`src/rtl/if_stage_pkg.sv`:
```
`default_nettype none
// ============================================================================
//  Module   : if_stage_pkg
//  Purpose  : Shared CPU constants, fetch FSM state type and PC helper.
//  Revision : 1.0  initial release
// ============================================================================
package if_stage_pkg;

   localparam int unsigned WORD_W = 32;

   localparam logic [WORD_W-1:0] RESET_PC_DEFAULT  = 32'h0000_0000;
   localparam logic [WORD_W-1:0] NOP_INSTR_DEFAULT = 32'h0000_0000;

   // RUN: normal fetch. REDIR_PEND: a redirect arrived under stall and waits.
   typedef enum logic [0:0] {
      RUN        = 1'b0,
      REDIR_PEND = 1'b1
   } fetch_state_t;

   // Instruction addresses are word aligned; drop the two byte-offset bits.
   function automatic logic [WORD_W-1:0] align_pc(input logic [WORD_W-1:0] a);
      return {a[WORD_W-1:2], 2'b00};
   endfunction

endpackage
`default_nettype wire

```
`src/rtl/if_stage_pc_reg.sv`:
```
`default_nettype none
// ============================================================================
//  Module   : pc_reg
//  Purpose  : Program counter with load, hold and +4 increment (mod 2^32).
//  Revision : 1.0  initial release
// ============================================================================
module pc_reg
   import if_stage_pkg::*;
#(
   parameter logic [WORD_W-1:0] RESET_PC = RESET_PC_DEFAULT
) (
   input  logic              clk,
   input  logic              rst_n,
   input  logic              hold,
   input  logic              load,
   input  logic [WORD_W-1:0] load_pc,
   output logic [WORD_W-1:0] pc
);

   // Load beats hold; otherwise step to the next sequential word.
   always_ff @(posedge clk) begin
      if (!rst_n) begin
         pc <= RESET_PC;
      end else if (load) begin
         pc <= load_pc;
      end else if (!hold) begin
         pc <= pc + WORD_W'(4);
      end
   end

endmodule
`default_nettype wire

```
`src/rtl/if_stage.sv`:
```
`default_nettype none
// ============================================================================
//  Module   : if_stage
//  Purpose  : Instruction fetch stage: PC, IF/ID pipeline register and a
//             redirect-pending FSM that defers branch targets across stalls.
//  Revision : 1.0  initial release
// ============================================================================
module if_stage
   import if_stage_pkg::*;
#(
   parameter logic [WORD_W-1:0] RESET_PC  = RESET_PC_DEFAULT,
   parameter logic [WORD_W-1:0] NOP_INSTR = NOP_INSTR_DEFAULT
) (
   input  logic              clk,
   input  logic              rst_n,
   input  logic              stall,
   input  logic              flush,
   input  logic              redirect,
   input  logic [WORD_W-1:0] redirect_pc,
   output logic [WORD_W-1:0] imem_addr,
   input  logic [WORD_W-1:0] imem_instr,
   output logic [WORD_W-1:0] ifid_instr,
   output logic [WORD_W-1:0] ifid_pc4,
   output logic              ifid_valid
);

   fetch_state_t      state;
   logic [WORD_W-1:0] pend_pc;
   logic [WORD_W-1:0] pc;
   logic [WORD_W-1:0] pc_plus4;
   logic [WORD_W-1:0] redir_aligned;
   logic              pc_load;
   logic [WORD_W-1:0] load_pc;
   logic              bubble;

   assign redir_aligned = align_pc(redirect_pc);
   assign pc_plus4      = pc + WORD_W'(4);
   // Fetch address comes straight from the PC flop; imem_instr never feeds it.
   assign imem_addr     = pc;

   // A fresh redirect outranks a stored one (latest target wins); both wait
   // for stall to drop before touching the PC.
   always_comb begin
      pc_load = 1'b0;
      load_pc = redir_aligned;
      if (!stall) begin
         if (redirect) begin
            pc_load = 1'b1;
            load_pc = redir_aligned;
         end else if (state == REDIR_PEND) begin
            pc_load = 1'b1;
            load_pc = pend_pc;
         end
      end
   end

   // Squash IF/ID on flush (even under stall) or whenever the PC is redirected.
   assign bubble = flush | (~stall & (redirect | (state == REDIR_PEND)));

   pc_reg #(
      .RESET_PC (RESET_PC)
   ) u_pc_reg (
      .clk     (clk),
      .rst_n   (rst_n),
      .hold    (stall),
      .load    (pc_load),
      .load_pc (load_pc),
      .pc      (pc)
   );

   // Redirect FSM plus IF/ID register; reset discards any pending target.
   always_ff @(posedge clk) begin
      if (!rst_n) begin
         state      <= RUN;
         pend_pc    <= '0;
         ifid_instr <= NOP_INSTR;
         ifid_pc4   <= '0;
         ifid_valid <= 1'b0;
      end else begin
         case (state)
            RUN: begin
               if (redirect && stall) begin
                  state   <= REDIR_PEND;
                  pend_pc <= redir_aligned;
               end
            end
            REDIR_PEND: begin
               if (!stall) begin
                  state <= RUN;
               end else if (redirect) begin
                  pend_pc <= redir_aligned;
               end
            end
            default: state <= RUN;
         endcase

         if (bubble) begin
            ifid_instr <= NOP_INSTR;
            ifid_pc4   <= '0;
            ifid_valid <= 1'b0;
         end else if (!stall) begin
            ifid_instr <= imem_instr;
            ifid_pc4   <= pc_plus4;
            ifid_valid <= 1'b1;
         end
      end
   end

endmodule
`default_nettype wire

```
`config.mk`:
```
export PLATFORM = sky130hd
export DESIGN_NAME = if_stage
export DESIGN_NICKNAME = d
export VERILOG_FILES = /design/src/rtl/if_stage_pkg.sv /design/src/rtl/if_stage_pc_reg.sv /design/src/rtl/if_stage.sv
export SDC_FILE = /design/constraint.sdc
export NUM_CORES = 1
export LEC_CHECK = 0
export ABC_AREA = 1
export CAP_MARGIN = 40
export CORE_ASPECT_RATIO = 0.75
export CORE_MARGIN = 2
export CORE_UTILIZATION = 46
export CTS_CLUSTER_SIZE = 28
export DETAILED_ROUTE_END_ITERATION = 10
export PLACE_DENSITY = 0.78
export SLEW_MARGIN = 10
export SYNTH_ARGS = -nofsm -noshare
export SYNTH_HDL_FRONTEND = slang
export SYNTH_SLANG_ARGS = --single-unit
```
`constraint.sdc`:
```
create_clock -name clk -period 2.1 [get_ports clk]
set_clock_uncertainty 0.1 [all_clocks]
set_input_delay 0.42 -clock clk [delete_from_list [all_inputs] [get_ports clk]]
set_output_delay 0.42 -clock clk [all_outputs]
set_load 0.05 [all_outputs]
```
==> results of run 1 <==
[timing repair]
item | 4_1_cts | 5_1_grt
gates resized for setup | 7 | 42
pin swaps | 0 | 0
cloned | 0 | 0
setup endpoints to repair | 7 | 50
[how the worst min path moves through the flow]
stage | start | to | slack [ns]
floorplan | pend_pc[18]$_SDFFE_PN0P_ | pend_pc[18]$_SDFFE_PN0P_ | 0.33
global placement | pend_pc[18]$_SDFFE_PN0P_ | pend_pc[18]$_SDFFE_PN0P_ | 0.34
detailed placement | pend_pc[18]$_SDFFE_PN0P_ | pend_pc[18]$_SDFFE_PN0P_ | 0.35
CTS | pend_pc[18]$_SDFFE_PN0P_ | pend_pc[18]$_SDFFE_PN0P_ | 0.36
global route | pend_pc[18]$_SDFFE_PN0P_ | pend_pc[18]$_SDFFE_PN0P_ | 0.37
finish | pend_pc[18]$_SDFFE_PN0P_ | pend_pc[18]$_SDFFE_PN0P_ | 0.35
[power breakdown]
| part | internal, uW | switching (uW) |
|---|---|---|
| Combinational | 407 | 685 |
| Sequential | 2470 | 101 |
| Clock | 1790 | 1030 |
[cell type report]
| cell class | instances | share of cell area (%) |
|---|---|---|
| clock buffer | 23 | 5.64 |
| sequential | 124 | 29.9 |
| clock inverter | 8 | 1.12 |
| tap | 166 | 2.50 |
| inverter | 61 | 2.76 |
| multi-input combinational | 598 | 34.2 |
| timing repair buffer | 202 | 23.8 |
[metal layers]
layer,up-vias,share of wire (%)
li1,3003,-
met1,2733,44
met2,248,45
met3,39,7.6
met4,0,2.8
met5,-,0
[placed cells by master (no fill, tap or decap), types with 7 or more instances in the layout]
cell type,synthesis,routed
sky130_fd_sc_hd__a21oi_1,56,56
sky130_fd_sc_hd__a21oi_2,20,20
sky130_fd_sc_hd__buf_4,4,69
sky130_fd_sc_hd__clkbuf_16,0,17
sky130_fd_sc_hd__clkdlybuf4s50_1,0,82
sky130_fd_sc_hd__dfxtp_1,124,124
sky130_fd_sc_hd__dlygate4sd2_1,0,7
sky130_fd_sc_hd__dlymetal6s2s_1,0,39
sky130_fd_sc_hd__inv_1,55,55
sky130_fd_sc_hd__nand2_1,189,189
sky130_fd_sc_hd__nand3_1,27,27
sky130_fd_sc_hd__nor2_1,156,153
sky130_fd_sc_hd__o21ai_0,84,84
sky130_fd_sc_hd__o221ai_1,7,7
sky130_fd_sc_hd__xor2_1,7,7
[cell families after synthesis]
kind of cell    count (synthesis)  synth area share, %
compound gates                184                 18.4
xor+xnor                       12                 1.83
fa+ha+maj                       1                0.217
buf+inv                       105                 7.89
flops                         124                 43.1
other cells                     1               0.0651
simple gates                  397                 28.5
[through the flow]
stage	hold slack, ns	TNS [ns]	util, %	std cells	total power, uW
floorplan	0.330	0	-	827	3250
global placement	0.338	-0.129	62.3	1151	3690
detailed placement	0.351	-0.593	62.3	1151	3710
CTS	0.358	0	66.8	1182	6520
global route	0.372	-0.0000353	67.6	1182	6730
finish	0.354	0	67.6	1182	6490
==> results list, run 1 <==
- Global routing used 6.39% of the available met3 tracks.
- Worst hold-check path type: register to register
* Crit start category: register
- Reg-to-Reg Start: u_pc_reg.pc[3]$_SDFFE_PN0P_
* Die Y-Extent: 101 um
* Overall overflow remaining after global route: 0
- After detailed placement, the total cell area comes to 7630 um^2.
* Source of the critical timing path: ifid_pc4[29]$_SDFFE_PP0N_
- Global routing met1 resource utilization: 35.4%
* Antenna diode instance count: 0
- Relative slew slack: 63.2%
- Net count, final: 1074
- Worst path slowest cell: sky130_fd_sc_hd__clkdlybuf4s50_1
* Synth async-reset ratio: 0%
- Horizontal die dimension: 133 um
- Clock latency at the later pin of the worst-skew pair: 0.42 ns
* Cell count after synthesis: 824
- Row cnt: 35
- Relative to the synthesized area, the layout overhead comes to 44.0%.
- The number of global-route vias before repair is 5389.
- Yosys attributes the largest share of cell area to sky130_fd_sc_hd__dfxtp_1, sky130_fd_sc_hd__nand2_1, sky130_fd_sc_hd__nor2_1, sky130_fd_sc_hd__o21ai_0, sky130_fd_sc_hd__a21oi_1.
- Area of the die: 13400 um^2
* Fmax: 0.481 GHz
- The finished cells cover 8290 um^2.
* Kind of cell with the highest combined delay on the critical path: buffers and inverters
- The H-tree was split into 4 levels.
* Number of hold-repair buffers added at the cts stage: 0
- Most used flip-flop cell after synthesis: sky130_fd_sc_hd__dfxtp_1
* Deepest clock path buffer count: 2
* Count of yosys warnings during synthesis: 0
- Average detailed-routed wire length per instance: 15.0 um
- Setup slack on the critical path of the routed design comes to 0.0222 ns.
* CP cell instances: clkdlybuf4s50_1
- The critical path ends at ifid_pc4[29].
- For this design the static power due to leakage is 0.00416 uW.
* Cell accounting for the most synthesized area: sky130_fd_sc_hd__dfxtp_1
* Std-Cell Core Area: 12300 um^2
* Number of distinct library cells after synthesis: 35
- Final-report setup violation count: 0
- Summing every instance area after synthesis gives 5760 um^2.
* Worst reg-to-reg path cell count: 8
* Number of maximum-capacitance constraint violations: 0
- The detail route stage leaves a number of antenna-violating nets equal to 0.
* Reg2reg end: u_pc_reg.pc[18]$_SDFFE_PN0P_
- Dividing the synthesized area by the synthesized cell count gives 6.99 um^2.
- Reg with most FFs: ifid_instr
- For the pin with the worst max-slew slack, the measured transition is 0.554 ns.
- Together, buffers and inverters on the worst path number 1.
* Routed via count: 6023
* Required time reported for the critical path endpoint: 1.58 ns
- Postcts setup bufs: 0
- Clock-pin slew was measured on the worst setup and hold paths at 0.05 ns.
- The share of synthesized area in the top cell type comes to 43.1%.
- Counting flops with a built-in enable in the synthesized netlist gives 0.
* Starting utilization of the core area: 46.9%
* Flop2flop setup slack: 0.21 ns
- The number of clock buffers added by TritonCTS is 17.
- CTS saw 124 sinks.
* Hold Violations, Final: 0
* Fraction of layout instances using a drive strength above 1: 14.2%
- Crit Path Max Fanout: 2
- Half-perimeter wire length after detailed placement: 12.7 mm
- Most common cell in the synthesized netlist: sky130_fd_sc_hd__nand2_1
* Area occupied by multi-input gates: 2840 um^2
- Critical Path End Type: output port
- Summing the sequential cell areas from Yosys gives 43.1% of the chip area.
- Path length in cells of the critical path: 1
* Initial detailed-routing violation count: 513
- Total count of max-transition violations in the final report: 0
- After detailed routing, the number of remaining DRC violations is 0.
* Initial DRT Pass Iterations: 5
* Count of boundary I/O pins: 166
* Setup Crit Path Kind: register to output port
- TritonCTS built the clock tree.
- Top cell types by occurrence after synthesis: sky130_fd_sc_hd__nand2_1, sky130_fd_sc_hd__nor2_1, sky130_fd_sc_hd__dfxtp_1
- The count of buffers added on input and output ports is 159.
- Crit share post-route: 98.9%
* Max reg flops: 32
- Status: finished clean
- Registers take 2480 um^2.
- Total detailed-routing wirelength: 17.7 mm
* Final RePlAce weighted congestion: 0.938
- Counting the fill cells in the layout gives 1095.
- DP Worst Slack: -0.0490 ns
- Buffer cell driving the clock tree root: sky130_fd_sc_hd__clkbuf_16
* Data arrival time of the critical path: 1.56 ns
- Max IR drop VDD: 532 uV
* Delay contributed by the slowest stage of the critical path: 0.82 ns
* Global-route wire length before repair: 27.9 mm
- Along the worst hold path, the cell count comes to 2.
- Peak-usage layer in the global routing report: met2
- After synthesis the netlist holds a flip-flop and latch count of 124.
- In this run the power density over the cells is 782 nW/um^2.
* Largest net degree at the start of global routing: 80
* Final critical path time including I/O delays and setup: 2.08 ns
* Global-route usage over all layers: 26.3%
- M2 GR Usage: 40.9%
* Initial antenna violation count: 0
* Vias per Instance: 5.10
Note: power is estimated with default switching activity, not from simulation.
==> run 2, diff against run 1 <==
GPL_ROUTABILITY_DRIVEN = 0   (was default)
==> results list, run 2 (synthesis gave the netlist of run 1 again) <==
- Relative slew slack: 63.2% (about the same)
- The area growth from synthesis to layout was 44.1% (about the same).
* Die Y-Extent: 101 um (unchanged)
- The required time of the worst setup path came to 1.58 ns (about the same).
- Initial antenna violation count: 0 (unchanged)
- The share of the cycle needed by the critical path after routing is 99.1% (+0.16 points).
* Critical Path End Type: output port
- Worst hold-check path type: register to register
- Initial detailed-routing violation count: 433 (-16%)
- Clock group share of total power: 43.3% (-0.2 points)
- The post-route minimum period came to 2.08 ns (+0.00335 ns).
- The number of buffers added to fix hold violations after cts came to 0 (unchanged).
- Max reg flops: 32 (unchanged)
* Horizontal die dimension: 133 um (unchanged)
- Global-route usage over all layers: 25.5% (-0.86 points)
- Status: finished clean
- Total clock buffers created by CTS: 17 (unchanged)
* Number of maximum-capacitance constraint violations: 0 (unchanged)
* Buffers & Inverters on Critical Path: 1 (unchanged)
- The final-report max-slew violation count came to 0 (unchanged).
- Number of global-route vias before repair: 5291 (-1.8%)
- Initial DRT Pass Iterations: 5 (unchanged)
- TritonCTS built the clock tree.
- The number of input and output port buffers inserted came to 159 (unchanged).
- The power density of the placed cells is 778 nW/um^2 (-0.48%).
- The total global routing overflow was 0 (unchanged).
- The pin count of the biggest net entering global routing was 85 (+6.3%).
- Half-perimeter wire length after detailed placement: 12.2 mm (-4.0%)
- Setup Crit Path Kind: register to output port
* Reg with most FFs: ifid_instr
* Sequential share of power: 39.9% (+0.3 points)
* Total clock sinks: 124 (unchanged)
- Hold Violations, Final: 0 (unchanged)
* Std-Cell Core Area: 12300 um^2 (unchanged)
- Maximum level of the CTS H-tree: 4 (unchanged)
- Flop2flop setup slack: 0.21 ns (about the same)
- The highest net fanout along the worst path is 2 (unchanged).
* CP cell instances: clkdlybuf4s50_1
* Clock-pin slew on the worst setup and hold paths: 0.06 ns (about the same)
- The fraction of final layout cells with drive strength greater than 1 is 13.7% (-0.48 points).
* Most frequent cells in the layout: sky130_fd_sc_hd__nand2_1, sky130_fd_sc_hd__nor2_1, sky130_fd_sc_hd__dfxtp_1, sky130_fd_sc_hd__clkdlybuf4s50_1, sky130_fd_sc_hd__o21ai_0
- PnR worst setup slack: 0.0189 ns (-0.00335 ns)
* Leakage power figure: 0.00408 uW (-2.0%)
* Final-report setup violation count: 0 (unchanged)
* Most common cell after layout, fill and taps aside: sky130_fd_sc_hd__nand2_1
- The tree is rooted in a sky130_fd_sc_hd__clkbuf_16.
- Deepest clock path buffer count: 2 (unchanged)
- The internal power component is 4650 uW (-0.32%).
- DP Worst Slack: -0.0465 ns (+0.00254 ns)
- Count of boundary I/O pins: 166 (unchanged)
- The diode insertion count for antenna repair is 0 (unchanged).
* Net count, final: 1072 (-0.19%)
- Worst path slowest cell: sky130_fd_sc_hd__clkdlybuf4s50_1
* Antenna-violating nets left: 0 (unchanged)
* Fillcell total: 1041 (-4.9%)
- The total via count after detailed routing was 5933 (-1.5%).
- Combinational cell fraction of total power: 16.9% (about the same)
- The maximum VDD drop was 553 uV (+4.1%).
* Average detailed-routed wire length per instance: 14.4 um (-3.7%)
- Crit start category: register
- Starting utilization of the core area: 46.9% (unchanged)
- Vias per Instance: 5.02 (-1.4%)
- The worst hold slack was 0.356 ns (+0.00191 ns).
* Row cnt: 35 (unchanged)
- The setup total negative slack is 0 ns (unchanged).
- The wire length of the first global-routing pass was 27.1 mm (-2.8%).
* Fmax: 0.481 GHz (-0.16%)
* Worst Max-Slew Pin Slew: 0.552 ns (-0.00252 ns)
- The clock latency reported for the late side of the worst-skew pair came to 0.41 ns (about the same).
* Kind of cell with the highest combined delay on the critical path: buffers and inverters
* Share of total power consumed by net switching: 27.9% (-0.11 points)
- The worst endpoint data arrival time came to 1.56 ns (about the same).
* Total detailed-routing wirelength: 17.0 mm (-3.8%)
* Area of the die: 13400 um^2 (unchanged)
* Switching component of the power: 1800 uW (-0.86%)
- The detailed-route DRC error count came to 0 (unchanged).
- Delay contributed by the slowest stage of the critical path: 0.82 ns (about the same)
run 2: metal layers:
metal	share of wire [%]	global-route usage, %	wire length [um]	vias up
li1	-	-	-	3010
met5	0	0	0	-
met3	7.8	6.94	1330	16
met2	45	40.3	7670	210
met4	1.0	6.71	170	0
met1	46	34.6	7840	2697
run 2: timing repair:
action / 4_1_cts / 5_1_grt
setup buffers: 0 / 0
endpoints found under the setup margin: 2 / 48
pin swaps: 0 / 0
gates resized for setup: 2 / 38
run 2: cell type report:
class	count	area, um^2	share of cell area [%]
inverter	61	229	2.76
sequential	124	2480	29.9
multi-input combinational	598	2840	34.2
tap	166	208	2.50
timing repair buffer	200	1980	23.9
clock buffer	25	465	5.61
clock inverter	7	90.1	1.09
run 2: power by group through the flow:
stage | combinational, uW | sequential [uW] | clock (uW)
floorplan | 393 | 2860 | 0
global placement | 1080 | 2620 | 0
detailed placement | 1090 | 2620 | 0
CTS | 1090 | 2570 | 2810
global route | 1170 | 2580 | 2930
finish | 1090 | 2570 | 2790
run 2: worst register-to-register path, delay by kind of cell (launching register included):
family | cells | cell delay (ns)
adders and majority gates | 1 | 0.21
and+or+nand+nor | 5 | 0.76
DFF | 1 | 0.38
xor gates and xnor gates | 1 | 0.25
AOI/OAI and AO/OA | 1 | 0.12
run 2: final timing paths:
path,startpoint,endpoint,cells past startpoint
hold / removal,pend_pc[18]$_SDFFE_PN0P_,pend_pc[18]$_SDFFE_PN0P_,2
setup reg to reg,u_pc_reg.pc[3]$_SDFFE_PN0P_,u_pc_reg.pc[14]$_SDFFE_PN0P_,8
hold reg to reg,pend_pc[18]$_SDFFE_PN0P_,pend_pc[18]$_SDFFE_PN0P_,2
setup / recovery,ifid_instr[4]$_SDFFE_PP0N_,ifid_instr[4],1
run 2: stage by stage:
step | power (uW) | instances | instance area [um^2] | util, %
6_report | 6460 | 1181 | 8290 | 67.6
5_1_grt | 6690 | 1181 | 8290 | 67.6
4_1_cts | 6480 | 1181 | 8200 | 66.9
3_5_place_dp | 3700 | 1149 | 7640 | 62.3
3_3_place_gp | 3690 | 1149 | 7640 | 62.3
2_1_floorplan | 3250 | 827 | 5770 | -
==> run 3, diff against run 2 <==
GPL_ROUTABILITY_DRIVEN = default   (was 0)
clock period = 2 ns   (was 2.1 ns; I/O delays follow)
==> results list, run 3 (synthesis gave the netlist of run 1 again) <==
* Status: finished clean
* Delay contributed by the slowest stage of the critical path: 0.35 ns (-0.47 ns)
- Antenna-violating nets left: 0 (unchanged)
- Fillcell total: 1116 (+7.2%)
* Fraction of layout instances using a drive strength above 1: 18.8% (+5.1 points)
- The final layout net count is 1077 (+0.47%).
- The die width came to 133 um (unchanged).
- Crit Path Max Fanout: 5 (+3)
* Worst min-delay path startpoint: pend_pc[18]$_SDFFE_PN0P_
* Global-route wire length before repair: 27.9 mm (+3.0%)
- The number of input and output port buffers inserted was 159 (unchanged).
- Initial antenna violation count: 0 (unchanged)
- The violation count after the first detailed-routing iteration is 464 (+7.2%).
- CP cell instances: ha_2 > nand2_1 > nor2_1 > buf_4 > nand2_2 > nor2_2 > buf_4 > xor2_1 > nand2_1 > a21oi_1
* Buffers & Inverters on Critical Path: 2 (+1)
* Fmax: 0.543 GHz
* Global-route usage over all layers: 26.2% (+0.76 points)
* Average detailed-routed wire length per instance: 14.8 um (+2.6%)
* Flop2flop setup slack: 0.16 ns (-0.05 ns)
* Layout Cell Area excl Fill: 8120 um^2 (-2.1%)
- TritonCTS clock tree: yes
* Clock-pin slew on the worst setup and hold paths: 0.06 ns (about the same)
* Data arrival time of the critical path: 2.08 ns (+0.52 ns)
* PnR worst setup slack: 0.160 ns (+0.141 ns)
* Crit share post-route: 92.0%
* Max reg flops: 32 (unchanged)
* Final worst hold slack: 0.353 ns (-0.00244 ns)
- The row count was 35 (unchanged).
- The total routed wirelength was 17.5 mm (+3.1%).
* Postcts setup bufs: 0 (unchanged)
* Antenna diode instance count: 0 (unchanged)
- The pin count of the biggest net entering global routing was 80 (-5.9%).
- The number of detailed-route iterations in the first pass was 7 (+2).
* Number of design rule violations left after detail routing: 0 (unchanged)
* Relative slew slack: 66.2% (+3.0 points)
* Die Y-Extent: 101 um (unchanged)
- In this run the critical register-to-register path is launched from u_pc_reg.pc[3]$_SDFFE_PN0P_.
- More flip-flops sit in one register than any other, and that register is ifid_instr.
- Starting utilization of the core area: 46.9% (unchanged)
* Worst hold-check path type: register to register
- Critical Path End Type: register
- Total clock buffers created by CTS: 17 (unchanged)
* Number of maximum-capacitance constraint violations: 0 (unchanged)
- The maximum buffer depth of the clock tree was 2 (unchanged).
* Worst path slowest cell: sky130_fd_sc_hd__dfxtp_2
- Number of cells on the worst hold path: 2 (unchanged)
* Worst Hold End: pend_pc[18]$_SDFFE_PN0P_
* Total clock sinks: 124 (unchanged)
- Final RePlAce weighted congestion: 0.931
- Crit start category: register
* Number of global-route vias before repair: 5652 (+6.8%)
- The setup path with the least slack is of type register to register.
- The floorplan die area came to 13400 um^2 (unchanged).
* Final-report setup violation count: 0 (unchanged)
- The path depth of the worst reg2reg path was 10 (+2).
* DP Worst Slack: -0.172 ns (-0.125 ns)
- The final hold violation count was 0 (unchanged).
* Area added between synthesis and finish: 41.0%
- Max IR drop VDD: 611 uV (+10%)
- Half-perimeter wire length after detailed placement: 12.7 mm (+4.4%)
- Routed via count: 6083 (+2.5%)
- Final critical path time including I/O delays and setup: 1.84 ns
- The final-report max-slew violation count was 0 (unchanged).
* Reg2reg end: u_pc_reg.pc[14]$_SDFFE_PN0P_
* Power density over the cells: 832 nW/um^2 (+6.8%)
- Required time reported for the critical path endpoint: 2.23 ns (+0.65 ns)
- Among cell families on the critical path, the largest total delay comes from simple AND/OR/NAND/NOR gates.
- Maximum level of the CTS H-tree: 4 (unchanged)
* Vias per Instance: 5.13 (+2.1%)
- Worst Max-Slew Pin Slew: 0.509 ns (-0.0423 ns)
- Std-Cell Core Area: 12300 um^2 (unchanged)
* Most frequent cells in the layout: sky130_fd_sc_hd__nand2_1, sky130_fd_sc_hd__nor2_1, sky130_fd_sc_hd__dfxtp_1, sky130_fd_sc_hd__buf_4, sky130_fd_sc_hd__o21ai_0
- Count of boundary I/O pins: 166 (unchanged)
- In this run the clock root is driven by a sky130_fd_sc_hd__clkbuf_16.
- Placed inst area: 7570 um^2 (-0.98%)
- The static power due to leakage was 0.00363 uW (-11%).
- Setup repair after global routing left no endpoint under its margin.
- Leaving out fill and tap cells, the most frequent cell in the layout is sky130_fd_sc_hd__nand2_1.
* Overall overflow remaining after global route: 0 (unchanged)
- The clock latency reported for the late side of the worst-skew pair was 0.41 ns (about the same).
[run 3: changes by cell type in the layout (fill, tap and decap cells not counted), sizes merged, moves of 3 or more]
cell           before  now
dlymetal6s2s       36    0
clkinv              4    8
clkbuf             25   22
dlygate4sd2         2   22
buf                72  118
clkdlybuf4s50      90   65
[run 3: what timing repair did]
item	CTS	global route
cloned	0	0
endpoints found under the setup margin	22	10
resized for setup	22	3
hold buffers	0	0
[run 3: power by group]
group	internal [uW]	switching, uW	total, uW
clock	1800	1110	2910
sequential	2590	110	2700
combinational	418	720	1140
total	4810	1940	6750
[run 3: area by class of cell]
type                            count  area, um^2  area share, %
Inverter                           61         229           2.82
Timing Repair Buffer              205        1790           22.0
Multi-Input combinational cell    598        2840           35.0
Sequential cell                   124        2480           30.6
Clock buffer                       22         474           5.84
Clock inverter                     10        91.3           1.13
Tap cell                          166         208           2.56
[run 3: how the worst max path moves through the flow]
| stage | start | to | slack [ns] | cells after the start |
|---|---|---|---|---|
| floorplan | u_pc_reg.pc[10]$_SDFFE_PN0P_ | u_pc_reg.pc[22]$_SDFFE_PN0P_ | 0.09 | 9 |
| CTS | u_pc_reg.pc[4]$_SDFFE_PN0P_ | ifid_pc4[23]$_SDFFE_PP0N_ | 0.12 | 9 |
| global placement | redirect | u_pc_reg.pc[18]$_SDFFE_PN0P_ | -0.15 | 8 |
| finish | u_pc_reg.pc[3]$_SDFFE_PN0P_ | u_pc_reg.pc[14]$_SDFFE_PN0P_ | 0.16 | 10 |
| detailed placement | redirect | u_pc_reg.pc[9]$_SDFFE_PN0P_ | -0.17 | 8 |
| global route | u_pc_reg.pc[3]$_SDFFE_PN0P_ | ifid_pc4[22]$_SDFFE_PP0N_ | 0.007 | 12 |
[run 3: worst register-to-register path, stage by stage, from the launching register on]
cell,delay [ns]
sky130_fd_sc_hd__dfxtp_2,0.35
sky130_fd_sc_hd__ha_2,0.20
sky130_fd_sc_hd__nand2_1,0.07
sky130_fd_sc_hd__nor2_1,0.09
sky130_fd_sc_hd__buf_4,0.14
sky130_fd_sc_hd__nand2_2,0.12
sky130_fd_sc_hd__nor2_2,0.13
sky130_fd_sc_hd__buf_4,0.12
sky130_fd_sc_hd__xor2_1,0.20
sky130_fd_sc_hd__nand2_1,0.08
sky130_fd_sc_hd__a21oi_1,0.15
[run 3: metal layers]
| metal | routed length [um] | track usage [%] |
|---|---|---|
| met1 | 7980 | 34.9 |
| met2 | 7910 | 41.2 |
| met3 | 1350 | 7.29 |
| met4 | 306 | 9.17 |
| met5 | 0 | 0 |
[run 3: stage by stage]
step                      utilization (%)  TNS, ns  power [uW]  std cells
after floorplan                         -        0        3420        827
after global placement               61.7    -3.81        3870       1154
after detailed placement             61.7    -4.50        3890       1154
after CTS                            66.1        0        6770       1186
after global routing                 66.2        0        7000       1186
final                                66.2        0        6750       1186
